$ cat config.mk
export PLATFORM = sky130hd
export DESIGN_NAME = vrf_read_sequencer
export DESIGN_NICKNAME = d
export VERILOG_FILES = /design/src/rtl/vrf_read_sequencer_pkg.sv /design/src/rtl/vrf_read_sequencer.sv
export SDC_FILE = /design/constraint.sdc
export NUM_CORES = 1
export LEC_CHECK = 0
export CORE_UTILIZATION = 43
export DETAILED_ROUTE_END_ITERATION = 7
export PLACE_DENSITY = 0.95
export SKIP_LAST_GASP = 1
export SLEW_MARGIN = 15
export SYNTH_ARGS = -nofsm -noshare
export SYNTH_HDL_FRONTEND = slang
export SYNTH_SLANG_ARGS = --single-unit
$ cat constraint.sdc
create_clock -name clock -period 4 [get_ports clock]
set_input_delay 0.4 -clock clock [delete_from_list [all_inputs] [get_ports clock]]
set_output_delay 0.4 -clock clock [all_outputs]
set_load 0.01 [all_outputs]
$ cat src/rtl/vrf_read_sequencer_pkg.sv
// Shared types and field widths for the VRF read sequencer.
package vrf_read_sequencer_pkg;

    // Sequencer control states
    typedef enum logic [1:0] {
        IDLE  = 2'd0,
        ISSUE = 2'd1,
        DRAIN = 2'd2
    } vrf_read_seq_state_e;

    localparam int VS_W     = 5;
    localparam int OFFSET_W = 3;
    localparam int GROUP_W  = 4;
    localparam int SRC_W    = 4;
    localparam int INST_W   = 3;
    localparam int DATA_W   = 32;

    // Command fields held for the life of one command
    typedef struct packed {
        logic [VS_W-1:0]   vs;
        logic [INST_W-1:0] inst;
        logic [SRC_W-1:0]  src;
    } vrf_read_seq_cmd_t;

    // Register address of a word: base register plus element group, wrapping mod 32
    function automatic logic [VS_W-1:0] vrf_seq_calc_vs(input logic [VS_W-1:0]    base,
                                                        input logic [GROUP_W-1:0] group);
        return base + VS_W'(group);
    endfunction

endpackage

$ cat src/rtl/vrf_read_sequencer.sv
// Per-instruction VRF read sequencer: walks the words of one command, issues
// credit-limited read requests, and forwards returned data with a last flag.
module vrf_read_sequencer
    import vrf_read_sequencer_pkg::*;
#(
    parameter int MAX_OUTSTANDING = 4,
    parameter int WORD_W          = 7
) (
    input  logic                clock,
    input  logic                reset,

    input  logic                cmd_valid,
    output logic                cmd_ready,
    input  logic [VS_W-1:0]     cmd_vs,
    input  logic [INST_W-1:0]   cmd_instructionIndex,
    input  logic [SRC_W-1:0]    cmd_readSource,
    input  logic [WORD_W-1:0]   cmd_lastWord,

    output logic                req_valid,
    input  logic                req_ready,
    output logic [VS_W-1:0]     req_vs,
    output logic [OFFSET_W-1:0] req_offset,
    output logic [GROUP_W-1:0]  req_groupIndex,
    output logic [SRC_W-1:0]    req_readSource,
    output logic [INST_W-1:0]   req_instructionIndex,

    input  logic                rsp_valid,
    output logic                rsp_ready,
    input  logic [DATA_W-1:0]   rsp_bits,

    output logic                out_valid,
    input  logic                out_ready,
    output logic [DATA_W-1:0]   out_data,
    output logic                out_last,

    output logic                done_valid,
    output logic [INST_W-1:0]   done_instructionIndex
);

    localparam int CRED_W = $clog2(MAX_OUTSTANDING + 1);

    // Control state
    vrf_read_seq_state_e r_state;
    logic                r_done_valid;

    // Per-command state
    vrf_read_seq_cmd_t   r_cmd;
    logic [WORD_W-1:0]   r_last;
    logic [WORD_W-1:0]   r_w;      // next word to issue
    logic [WORD_W-1:0]   r_r;      // next word to return
    logic [CRED_W-1:0]   r_c;      // issued but not yet forwarded

    // Handshake decodes
    logic                w_active;
    logic                w_cmd_fire;
    logic                w_req_fire;
    logic                w_out_fire;
    logic                w_out_last;
    logic                w_has_credit;
    logic [GROUP_W-1:0]  w_group;

    assign w_active     = (r_state != IDLE);
    assign w_has_credit = (r_c < CRED_W'(MAX_OUTSTANDING));
    assign w_cmd_fire   = cmd_valid && cmd_ready;
    assign w_req_fire   = req_valid && req_ready;
    assign w_out_fire   = out_valid && out_ready;
    // The return index is stale outside a command, so last is gated by activity
    assign w_out_last   = w_active && (r_r == r_last);
    assign w_group      = r_w[OFFSET_W +: GROUP_W];

    // Command side
    assign cmd_ready = (r_state == IDLE);

    // Request side: valid never looks at ready; bits only move on fire because
    // credit and index only change on req fire while in ISSUE
    assign req_valid            = (r_state == ISSUE) && w_has_credit;
    assign req_vs               = vrf_seq_calc_vs(r_cmd.vs, w_group);
    assign req_offset           = r_w[OFFSET_W-1:0];
    assign req_groupIndex       = w_group;
    assign req_readSource       = r_cmd.src;
    assign req_instructionIndex = r_cmd.inst;

    // Return data passes straight through; nothing is taken while idle
    assign out_valid = rsp_valid && w_active;
    assign rsp_ready = out_ready && w_active;
    assign out_data  = rsp_bits;
    assign out_last  = w_out_last;

    // Completion pulse; the tag is still latched during the pulse cycle even
    // if a new command is accepted in that same cycle
    assign done_valid            = r_done_valid;
    assign done_instructionIndex = r_cmd.inst;

    // Control FSM with registered completion pulse
    always_ff @(posedge clock) begin
        if (reset) begin
            r_state      <= IDLE;
            r_done_valid <= 1'b0;
        end else begin
            r_done_valid <= 1'b0;
            case (r_state)
                IDLE: begin
                    if (w_cmd_fire) r_state <= ISSUE;
                end
                ISSUE: begin
                    if (w_req_fire && (r_w == r_last)) r_state <= DRAIN;
                end
                DRAIN: begin
                    if (w_out_fire && w_out_last) begin
                        r_state      <= IDLE;
                        r_done_valid <= 1'b1;
                    end
                end
                default: r_state <= IDLE;
            endcase
        end
    end

    // Latch command fields on acceptance
    always_ff @(posedge clock) begin
        if (reset) begin
            r_cmd  <= '0;
            r_last <= '0;
        end else if (w_cmd_fire) begin
            r_cmd.vs   <= cmd_vs;
            r_cmd.inst <= cmd_instructionIndex;
            r_cmd.src  <= cmd_readSource;
            r_last     <= cmd_lastWord;
        end
    end

    // Issue index: restarts at word 0 per command, advances per request
    always_ff @(posedge clock) begin
        if (reset) begin
            r_w <= '0;
        end else if (w_cmd_fire) begin
            r_w <= '0;
        end else if (w_req_fire) begin
            r_w <= r_w + WORD_W'(1);
        end
    end

    // Return index: restarts at word 0 per command, advances per forwarded word
    always_ff @(posedge clock) begin
        if (reset) begin
            r_r <= '0;
        end else if (w_cmd_fire) begin
            r_r <= '0;
        end else if (w_out_fire) begin
            r_r <= r_r + WORD_W'(1);
        end
    end

    // Credit counter: up on issue, down on forward, unchanged when both fire
    always_ff @(posedge clock) begin
        if (reset) begin
            r_c <= '0;
        end else begin
            case ({w_req_fire, w_out_fire})
                2'b10:   r_c <= r_c + CRED_W'(1);
                2'b01:   r_c <= r_c - CRED_W'(1);
                default: r_c <= r_c;
            endcase
        end
    end

endmodule

After elaboration in Yosys (flattened, before gate mapping)
Index checks and enable logic that the tools add are counted.

Output and inout port bits: 60. Register bits: 39. Word-level logic and storage cells: 46.

Bitwise operators: 1. Order comparisons: 1. Reductions and logical operators: 15. Add/subtract/negate cells: 5. Equality and inequality tests: 9. Mux-type cells: 6.

Operator list (count): 7-bit by 1-bit adder with 7-bit output, second input constant (2); 7-bit equality test (2); 1-bit logical AND (9); 2-bit 2-to-1 mux (3); 2-bit case mux with 3 select lines (1); 3-bit case mux with 2 select lines (1); 5-bit by 4-bit adder with 5-bit output (1); 2-bit by 1-bit equality test with 1-bit output, second input constant (2); 2-bit equality test, second input constant (2); 2-bit by 1-bit != test with 1-bit output, second input constant (2); 2-bit nonzero test (2); 2-bit OR reduction (2); 3-bit by 1-bit adder with 3-bit output, second input constant (1); 3-bit < comparator, second input constant (1); 3-bit AND reduction (1); 3-bit by 1-bit subtractor with 3-bit output, second input constant (1); 2-bit zero test (1); 2-bit != test, second input constant (1); 1-bit 2-to-1 mux (1); 1-bit inverter (1).

Longest topological paths before layout
Gate-level depths: netlist of the first run.

Word-level depth: 6. Depth in mapped cells: 10. Depth with buffers taken out: 10.

Worst setup path before layout of the first run
Ideal clock, no wire load.

Kind: register to register. From: reg r_state[1]. To: reg r_c[2]. Arrival: 1968 ps. Library setup time: 71 ps. Slack: 1961 ps. Path buffers: 0. Required time: 3929 ps. Cell stages (with the launch flop): 11. Cells stage by stage: dfxtp_1 > nor2_2 > nor2b_4 > nand2_2 > inv_4 > ha_1 > inv_1 > fa_1 > xor2_1 > or3_1 > a21oi_1.

Word-level cells in the longest chain between the ends: 5.

RTL lines: start, declared (RTL line vrf_read_sequencer.sv:43) `vrf_read_seq_state_e r_state;`; start signal, assigned (RTL line vrf_read_sequencer.sv:97) `r_state <= IDLE;`; start signal, assigned (RTL line vrf_read_sequencer.sv:103) `if (w_cmd_fire) r_state <= ISSUE;`; start signal, assigned (RTL line vrf_read_sequencer.sv:106) `if (w_req_fire && (r_w == r_last)) r_state <= DRAIN;`; 2-bit nonzero test * (RTL line vrf_read_sequencer.sv:62) `assign w_active = (r_state != IDLE);`; 1-bit logical AND * (RTL line vrf_read_sequencer.sv:84) `assign out_valid = rsp_valid && w_active;`; named net out_valid (RTL line vrf_read_sequencer.sv:31) `output logic out_valid,`; 1-bit logical AND * (RTL line vrf_read_sequencer.sv:66) `assign w_out_fire = out_valid && out_ready;`; named net w_out_fire (RTL line vrf_read_sequencer.sv:57) `logic w_out_fire;`; 2-bit by 1-bit equality test with 1-bit output or 2-bit equality test (tied branches) (RTL line vrf_read_sequencer.sv:159) `case ({w_req_fire, w_out_fire})`; 3-bit case mux with 2 select lines or 2-bit nonzero test (tied branches); end signal, assigned (RTL line vrf_read_sequencer.sv:160) `2'b10: r_c <= r_c + CRED_W'(1);`; end signal, assigned (RTL line vrf_read_sequencer.sv:161) `2'b01: r_c <= r_c - CRED_W'(1);`; end signal, assigned (RTL line vrf_read_sequencer.sv:162) `default: r_c <= r_c;`; end, declared (RTL line vrf_read_sequencer.sv:51) `logic [CRED_W-1:0] r_c;`.

The timed path passes the listed nets; every way through them passes the cells marked *. A chain may end at the register's enable or synchronous reset.

Worst setup path after layout of the first run
From: reg r_w[3]. To: out req_vs[4].

Word-level cells in the longest chain between the ends: 1.

RTL lines: start, declared (RTL line vrf_read_sequencer.sv:49) `logic [WORD_W-1:0] r_w;`; start signal, assigned (RTL line vrf_read_sequencer.sv:139) `r_w <= r_w + WORD_W'(1);`; 5-bit by 4-bit adder with 5-bit output (RTL line vrf_read_sequencer_pkg.sv:28) `return base + VS_W'(group);`; end, declared (RTL line vrf_read_sequencer.sv:21) `output logic [VS_W-1:0] req_vs,`.

No other way between the ends.

==> run summary, run 1 <==
status - finished, final reports clean
Max Cap Viol - 0
Via density - 4.91
Clk pin slew, worst setup/hold paths - 70 ps
mean post-synth cell area - 8.62 um^2
Pint - 610 uW
TritonRoute pass-1 iters - 4
mapped cell area - 0.00221 mm^2
H-tree levels - 2
Inserted Clock Buffers - 5
# rows - 25
post-synthesis mux area share - 0.00908
Setup Buffers After CTS - 0
Hold WC Path Type - reg2reg
Pwr Density - 335 mW/mm^2
Placer Congestion - 0.919
gr usage total - 0.178
die height - 73.6 um
Final Max Tran Viols - 0
Crit Path Class - reg2out
clk_lat worst skew - 290 ps
Yosys top cell area share - 0.354
Root Buffer Master - clkbuf_8
hpwl dp - 3360 um
pin count of the biggest net entering global routing - 27
final WL - 4560 um
sequential power share - 0.506
n_diodes - 0
clock skew - 2.33 ps
P&R area growth vs syn - 13.8%
combinational family with the most area after synthesis - simple AND/OR/NAND/NOR gates
Core ar. - 0.00482 mm^2
Met3 Wirelength - 396 um
# resized after CTS - 0
Clk network pwr share - 0.294
Met1 Wirelength - 1950 um
Net Count, Synth - 322
Yosys top cell by area - dfxtp_1
cells after synthesis - 256
metal2 WL - 2120 um
io pins - 117
largest cells by area after synthesis - dfxtp_1 (35%), buf_4 (15%), nand2_1 (7.5%)
die area - 0.00542 mm^2
kind of cell adding the most delay to the critical path - adder cells
first-pass GRT wire length - 7210 um
nature of the critical path startpoint - flip-flop
XOR/XNOR share of the synthesized area - 0.123
Nets - 332
port bufs - 52
area share of and/or/nand/nor cells after synthesis - 0.194
vias in the first global route - 1553
Starting Density - 0.458
number of remaining DRC errors - 0
Routed Antenna Nets - 0
power share of the combinational group - 0.200
Remaining Overflow, GRT - 0
Netlist cell types - 39
final instance area - 0.00251 mm^2
maximum vdd drop - 0.177 mV
DIE WIDTH - 73.6 um
crit path DAT - 2420 ps
Iter 0 DRT Violations - 51
clk sinks - 39
Final Hold Vio Count - 0
Psw - 231 uW
initial antenna violation count - 0
post-layout minimum cycle time - 2820 ps
CP Capture Type - primary output
RSZ-0062 raised after global routing - no
Longest Clk Path Bufs - 2
slew margin rel. - 0.499
TNS Setup - 0 ps
final clock period utilization by the worst path - 0.705
Max Fclk - 355 MHz
CP Data Required Time - 3600 ps
Synth warnings - 0
Crit path buffers/inverters - 1
CTS tree - yes
Max Used Layer - met4
CP peak stage delay - 550 ps
complex-gate fraction of the synthesized area - 0.0771
Finished Core Util - 0.521
share of layout cells above drive strength 1 - 0.0679
Yosys reg bits - 39
# fillers - 455
crit-path cells - ha_1, fa_1, a21o_1, a21oi_1, xnor2_1, clkdlybuf4s50_1
crit path max fanout - 6
Seq/Total Area, Yosys - 0.354
adder-cell share of the synthesized area - 0.0579
via count - 1630
slowest CP cell - clkdlybuf4s50_1
dpl cell area - 0.00244 mm^2
final setup violation count - 0
sw frac - 0.274
leakage power - 0.000970 uW
total power - 841 uW
Post-CTS Hold Buffers - 0
detailed-route wire length per cell - 13.7 um
Worst Tran Pin Value - 749 ps
routing by layer:
layer / up-vias / GRT usage
met1: 737 / 0.223
li1: 811 / -
met3: 13 / 0.0631
met4: 0 / 0.0769
met5: - / 0
met2: 69 / 0.275
cell usage after synthesis (all sizes together):
master and count:
a21o 2, a21oi 23, a41oi 1, and2 1, and2b 1, and3 1, buf 48, clkbuf 3
dfxtp 39, fa 2, ha 7, inv 5, mux2i 2, nand2 45, nand2b 2, nand3 2
nand4 6, nor2 22, nor2b 1, nor3 3, nor3b 1, nor4 3, nor4bb 1, o2111ai 1
o21ai 1, o21ba 1, or3 1, xnor2 15, xor2 16
final cells by class:
class / count / area [um^2] / share of cell area
multi-input combinational: 161 / 1020 / 0.405
sequential: 39 / 781 / 0.311
timing repair buffer: 54 / 536 / 0.213
tap: 67 / 83.8 / 0.0334
clock buffer: 6 / 72.6 / 0.0289
inverter: 5 / 21.3 / 0.00847
worst register-to-register path, cell delays in order (launching register included):
cell     delay, ps
dfxtp_1        440
nor2_2         120
nor2b_4        130
nand2_2         90
inv_4          100
ha_1           180
inv_1           60
fa_1           380
xor2_1         160
or3_1          300
a21oi_1        140
cell usage in the layout, fill, tap and decap left out, types with 2 or more instances in the layout:
master	Yosys	routed
nand3_1	2	2
nand2_1	44	44
dfxtp_1	39	39
fa_1	2	2
buf_4	44	2
nor2_1	21	21
xnor2_1	15	15
a21oi_1	21	21
nand4_1	6	6
a21o_1	2	2
mux2i_1	2	2
xor2_1	16	16
ha_1	7	7
clkbuf_8	0	5
nand2b_1	2	2
inv_1	3	3
nor3_1	2	2
nor4_2	2	2
clkdlybuf4s50_1	0	52
a21oi_2	2	2
power groups by stage:
stage	registers (uW)	logic (uW)	clock network, uW
final	425	168	247
after global routing	428	185	266
after CTS	425	170	251
after detailed placement	434	168	0
after global placement	433	163	0
after floorplan	430	144	0
cell families after synthesis:
family / Yosys count
AO/OA/AOI/OAI: 29
XOR/XNOR: 31
adder cells (fa/ha/maj): 9
buffers and inverters: 56
flip-flops: 39
multiplexers: 2
AND/OR/NAND/NOR: 90
through the flow:
step	worst slack [ps]	hold WS (ps)	instances
3_3_place_gp	1550	443	326
4_1_cts	1170	461	332
3_5_place_dp	1480	451	326
2_1_floorplan	1960	437	256
5_1_grt	1060	482	332
6_report	1180	459	332
sequential cells by signal, summed over array words and instances, names as in the netlist:
| register | count |
|---|---|
| r_c | 3 |
| r_r | 7 |
| r_w | 7 |
| r_cmd | 5 |
| done_instructionIndex | 3 |
| req_readSource | 4 |
| r_last | 7 |
| done_valid | 1 |
| r_state | 2 |
path summary, 6_finish.rpt:
path | start | slack, ps | cells past startpoint | endpoint
hold / removal | req_readSource[1]$_SDFFE_PP0P_ | 460 | 2 | req_readSource[1]$_SDFFE_PP0P_
hold reg to reg | req_readSource[1]$_SDFFE_PP0P_ | 460 | 2 | req_readSource[1]$_SDFFE_PP0P_
setup / recovery | r_w[3]$_SDFFE_PP0P_ | 1180 | 6 | req_vs[4]
setup reg to reg | r_state[1]$_SDFFE_PP0P_ | 1830 | 10 | r_c[2]$_SDFFE_PP0P_
No activity file was read; power rests on OpenSTA's default activity.
==> run 2, diff against run 1 <==
--- a/config.mk
+++ b/config.mk
@@ -5,9 +5,9 @@
 export SDC_FILE = /design/constraint.sdc
 export NUM_CORES = 1
 export LEC_CHECK = 0
-export CORE_UTILIZATION = 43
+export CORE_UTILIZATION = 40
 export DETAILED_ROUTE_END_ITERATION = 7
-export PLACE_DENSITY = 0.95
+export PLACE_DENSITY = 0.91
 export SKIP_LAST_GASP = 1
 export SLEW_MARGIN = 15
 export SYNTH_ARGS = -nofsm -noshare
==> constraint.sdc (replaced) <==
create_clock -name clock -period 2.6 [get_ports clock]
set_input_delay 0.26 -clock clock [delete_from_list [all_inputs] [get_ports clock]]
set_output_delay 0.26 -clock clock [all_outputs]
set_load 0.01 [all_outputs]
==> run 2 against run 1 <==
Critical path depth unchanged. Non-clock buffer count up 1. Power is 56% higher. Via count grew 0.98%. Die area grew 7.3%. Hold slack worse by 2.9 ps. First-iteration DRC count up 37%. Utilization decreased by 3.5 points. Final cell count rose by 1.8%. Sequential power increased by 54%. Global-route usage down 1.3 points.
==> run summary, run 2 (synthesized netlist as in run 1, its figures left out) <==
status - finished, final reports clean
hold path start - req_readSource[3]$_SDFFE_PP0P_
slew margin rel. - 0.627 (+0.128)
Place WS - 184 ps (-1290 ps)
hpwl dp - 3370 um (+0.20%)
first-pass GRT wire length - 7680 um (+6.5%)
Starting Density - 0.424 (-0.0341)
Max Cap Viol - 0 (unchanged)
reg2reg start - r_state[1]$_SDFFE_PP0P_
CP Data Required Time - 2340 ps (-1260 ps)
gr usage total - 0.165 (-0.0131)
placed insts - 330 (+1.2%)
Worst Setup SP - r_w[3]$_SDFFE_PP0P_
nature of the critical path startpoint - flip-flop
port bufs - 52 (unchanged)
TNS Setup - 0 ps (unchanged)
die height - 76.3 um (+3.6%)
Iter 0 DRT Violations - 70 (+37%)
io pins - 117 (unchanged)
detailed-route wire length per cell - 13.2 um (-4.3%)
Longest Clk Path Bufs - 2 (unchanged)
Crit Path Class - reg2out
Setup Buffers After CTS - 0 (unchanged)
clk_lat worst skew - 290 ps (about the same)
Remaining Overflow, GRT - 0 (unchanged)
final cell count without fillers - 338 (+1.8%)
maximum vdd drop - 0.309 mV (+74%)
RSZ-0062 raised after global routing - no
Pwr Density - 519 mW/mm^2 (+55%)
Core ar. - 0.00520 mm^2 (+8.1%)
biggest regs - r_last: 7 flops, r_r: 7 flops, r_w: 7 flops
Via density - 4.87 (-0.81%)
initial antenna violation count - 0 (unchanged)
Worst Tran Pin Value - 559 ps (-190 ps)
crit-path cells - ha_1, fa_1, a21o_1, a21oi_1, xnor2_1, dlygate4sd2_1
DIE WIDTH - 76.3 um (+3.6%)
CP Capture Type - primary output
Crit path buffers/inverters - 1 (unchanged)
vias in the first global route - 1616 (+4.1%)
final clock period utilization by the worst path - 0.933
H-tree levels - 2 (unchanged)
TritonRoute pass-1 iters - 4 (unchanged)
number of remaining DRC errors - 0 (unchanged)
final setup violation count - 0 (unchanged)
Final Hold Vio Count - 0 (unchanged)
clock skew - 5.24 ps (+2.91 ps)
kind of cell adding the most delay to the critical path - adder cells
WHS - 456 ps (-2.89 ps)
Routed Antenna Nets - 0 (unchanged)
Clk pin slew, worst setup/hold paths - 80 ps (about the same)
post-layout minimum cycle time - 2420 ps
leakage power - 0.000983 uW (+1.3%)
n_diodes - 0 (unchanged)
pin count of the biggest net entering global routing - 26 (-3.7%)
Root Buffer Master - clkbuf_8
# fillers - 514 (+13%)
commonest non-fill, non-tap cell in the layout - clkdlybuf4s50_1
P&R area growth vs syn - 14.9%
crit path DAT - 2160 ps (-260 ps)
Max Fclk - 412 MHz
clk sinks - 39 (unchanged)
slowest CP cell - fa_1
share of layout cells above drive strength 1 - 0.0784 (+0.0104)
CTS tree - yes
CP peak stage delay - 400 ps (-150 ps)
via count - 1646 (+0.98%)
final WL - 4450 um (-2.5%)
Placer Congestion - 0.825 (-10%)
# rows - 26 (+4.0%)
Nets - 333 (+0.30%)
most frequent cells in the layout - clkdlybuf4s50_1 (51), nand2_1 (44), dfxtp_1 (39)
Hold WC Path Type - reg2reg
crit path max fanout - 6 (unchanged)
Inserted Clock Buffers - 5 (unchanged)
die area - 0.00582 mm^2 (+7.3%)
Worst Slack Setup Final - 175 ps (-1010 ps)
Final Max Tran Viols - 0 (unchanged)
Finished Core Util - 0.487 (-0.0345)
-- run 2: changes by cell type in the layout (fill, tap and decap cells not counted), sizes merged --
cell,change
dlygate4sd2,+1
clkdlybuf4s50,-1
clkinvlp,+1
buf,+1
clkinv,+1
-- run 2: layout make-up --
cell class | count | area (um^2) | area share
multi-input combinational | 161 | 1020 | 0.401
sequential | 39 | 781 | 0.308
timing repair buffer | 55 | 542 | 0.214
tap | 70 | 87.6 | 0.0346
clock buffer | 6 | 72.6 | 0.0286
inverter | 5 | 21.3 | 0.00840
clock inverter | 2 | 12.5 | 0.00494
-- run 2: repair_timing --
action                     in CTS  in global routing
gates resized for setup         1                  0
setup endpoints to repair       1                  0
hold buffers                    0                  0
-- run 2: path summary, 6_finish.rpt --
check / to / slack [ps] / cells past startpoint
max: req_vs[4] / 180 / 6
min: req_readSource[3]$_SDFFE_PP0P_ / 460 / 2
min reg2reg: req_readSource[3]$_SDFFE_PP0P_ / 460 / 2
max reg2reg: r_c[2]$_SDFFE_PP0P_ / 420 / 10
-- run 2: per-stage QoR --
step / total power, uW / area [um^2]
6_report: 1310 / 2530
5_1_grt: 1380 / 2530
4_1_cts: 1330 / 2530
3_5_place_dp: 928 / 2450
3_3_place_gp: 921 / 2450
2_1_floorplan: 883 / 2210
-- run 2: per-layer routing --
layer	vias to the layer above	GRT usage	wire (um)
met5	-	0	0
met4	0	0.0577	78
met3	17	0.0527	362
met2	54	0.261	2010
met1	767	0.210	2000
li1	808	-	-
-- run 2: report_power, final --
group          total [uW]  internal (uW)  leakage (uW)  switching (uW)
Clock                 401            187     0.0000412             213
Combinational         260            135      0.000624             125
Sequential            653            626      0.000318            27.0
-- run 2: worst reg2reg max path, cell delays in order (launching register included) --
cell	delay, ps
dfxtp_1	430
nor2_2	110
nor2b_4	130
nand2_2	80
inv_4	90
ha_1	190
inv_1	70
fa_1	380
xor2_1	160
or3_1	310
a21oi_1	160
==> run 3, diff against run 2 <==
--- a/config.mk
+++ b/config.mk
@@ -5,6 +5,7 @@
 export SDC_FILE = /design/constraint.sdc
 export NUM_CORES = 1
 export LEC_CHECK = 0
+export ABC_CLOCK_PERIOD_IN_PS = 2600
 export CORE_UTILIZATION = 40
 export DETAILED_ROUTE_END_ITERATION = 7
 export PLACE_DENSITY = 0.91
==> results of run 3 <==
Final layout, timing and power as in run 2 (identical DEF).
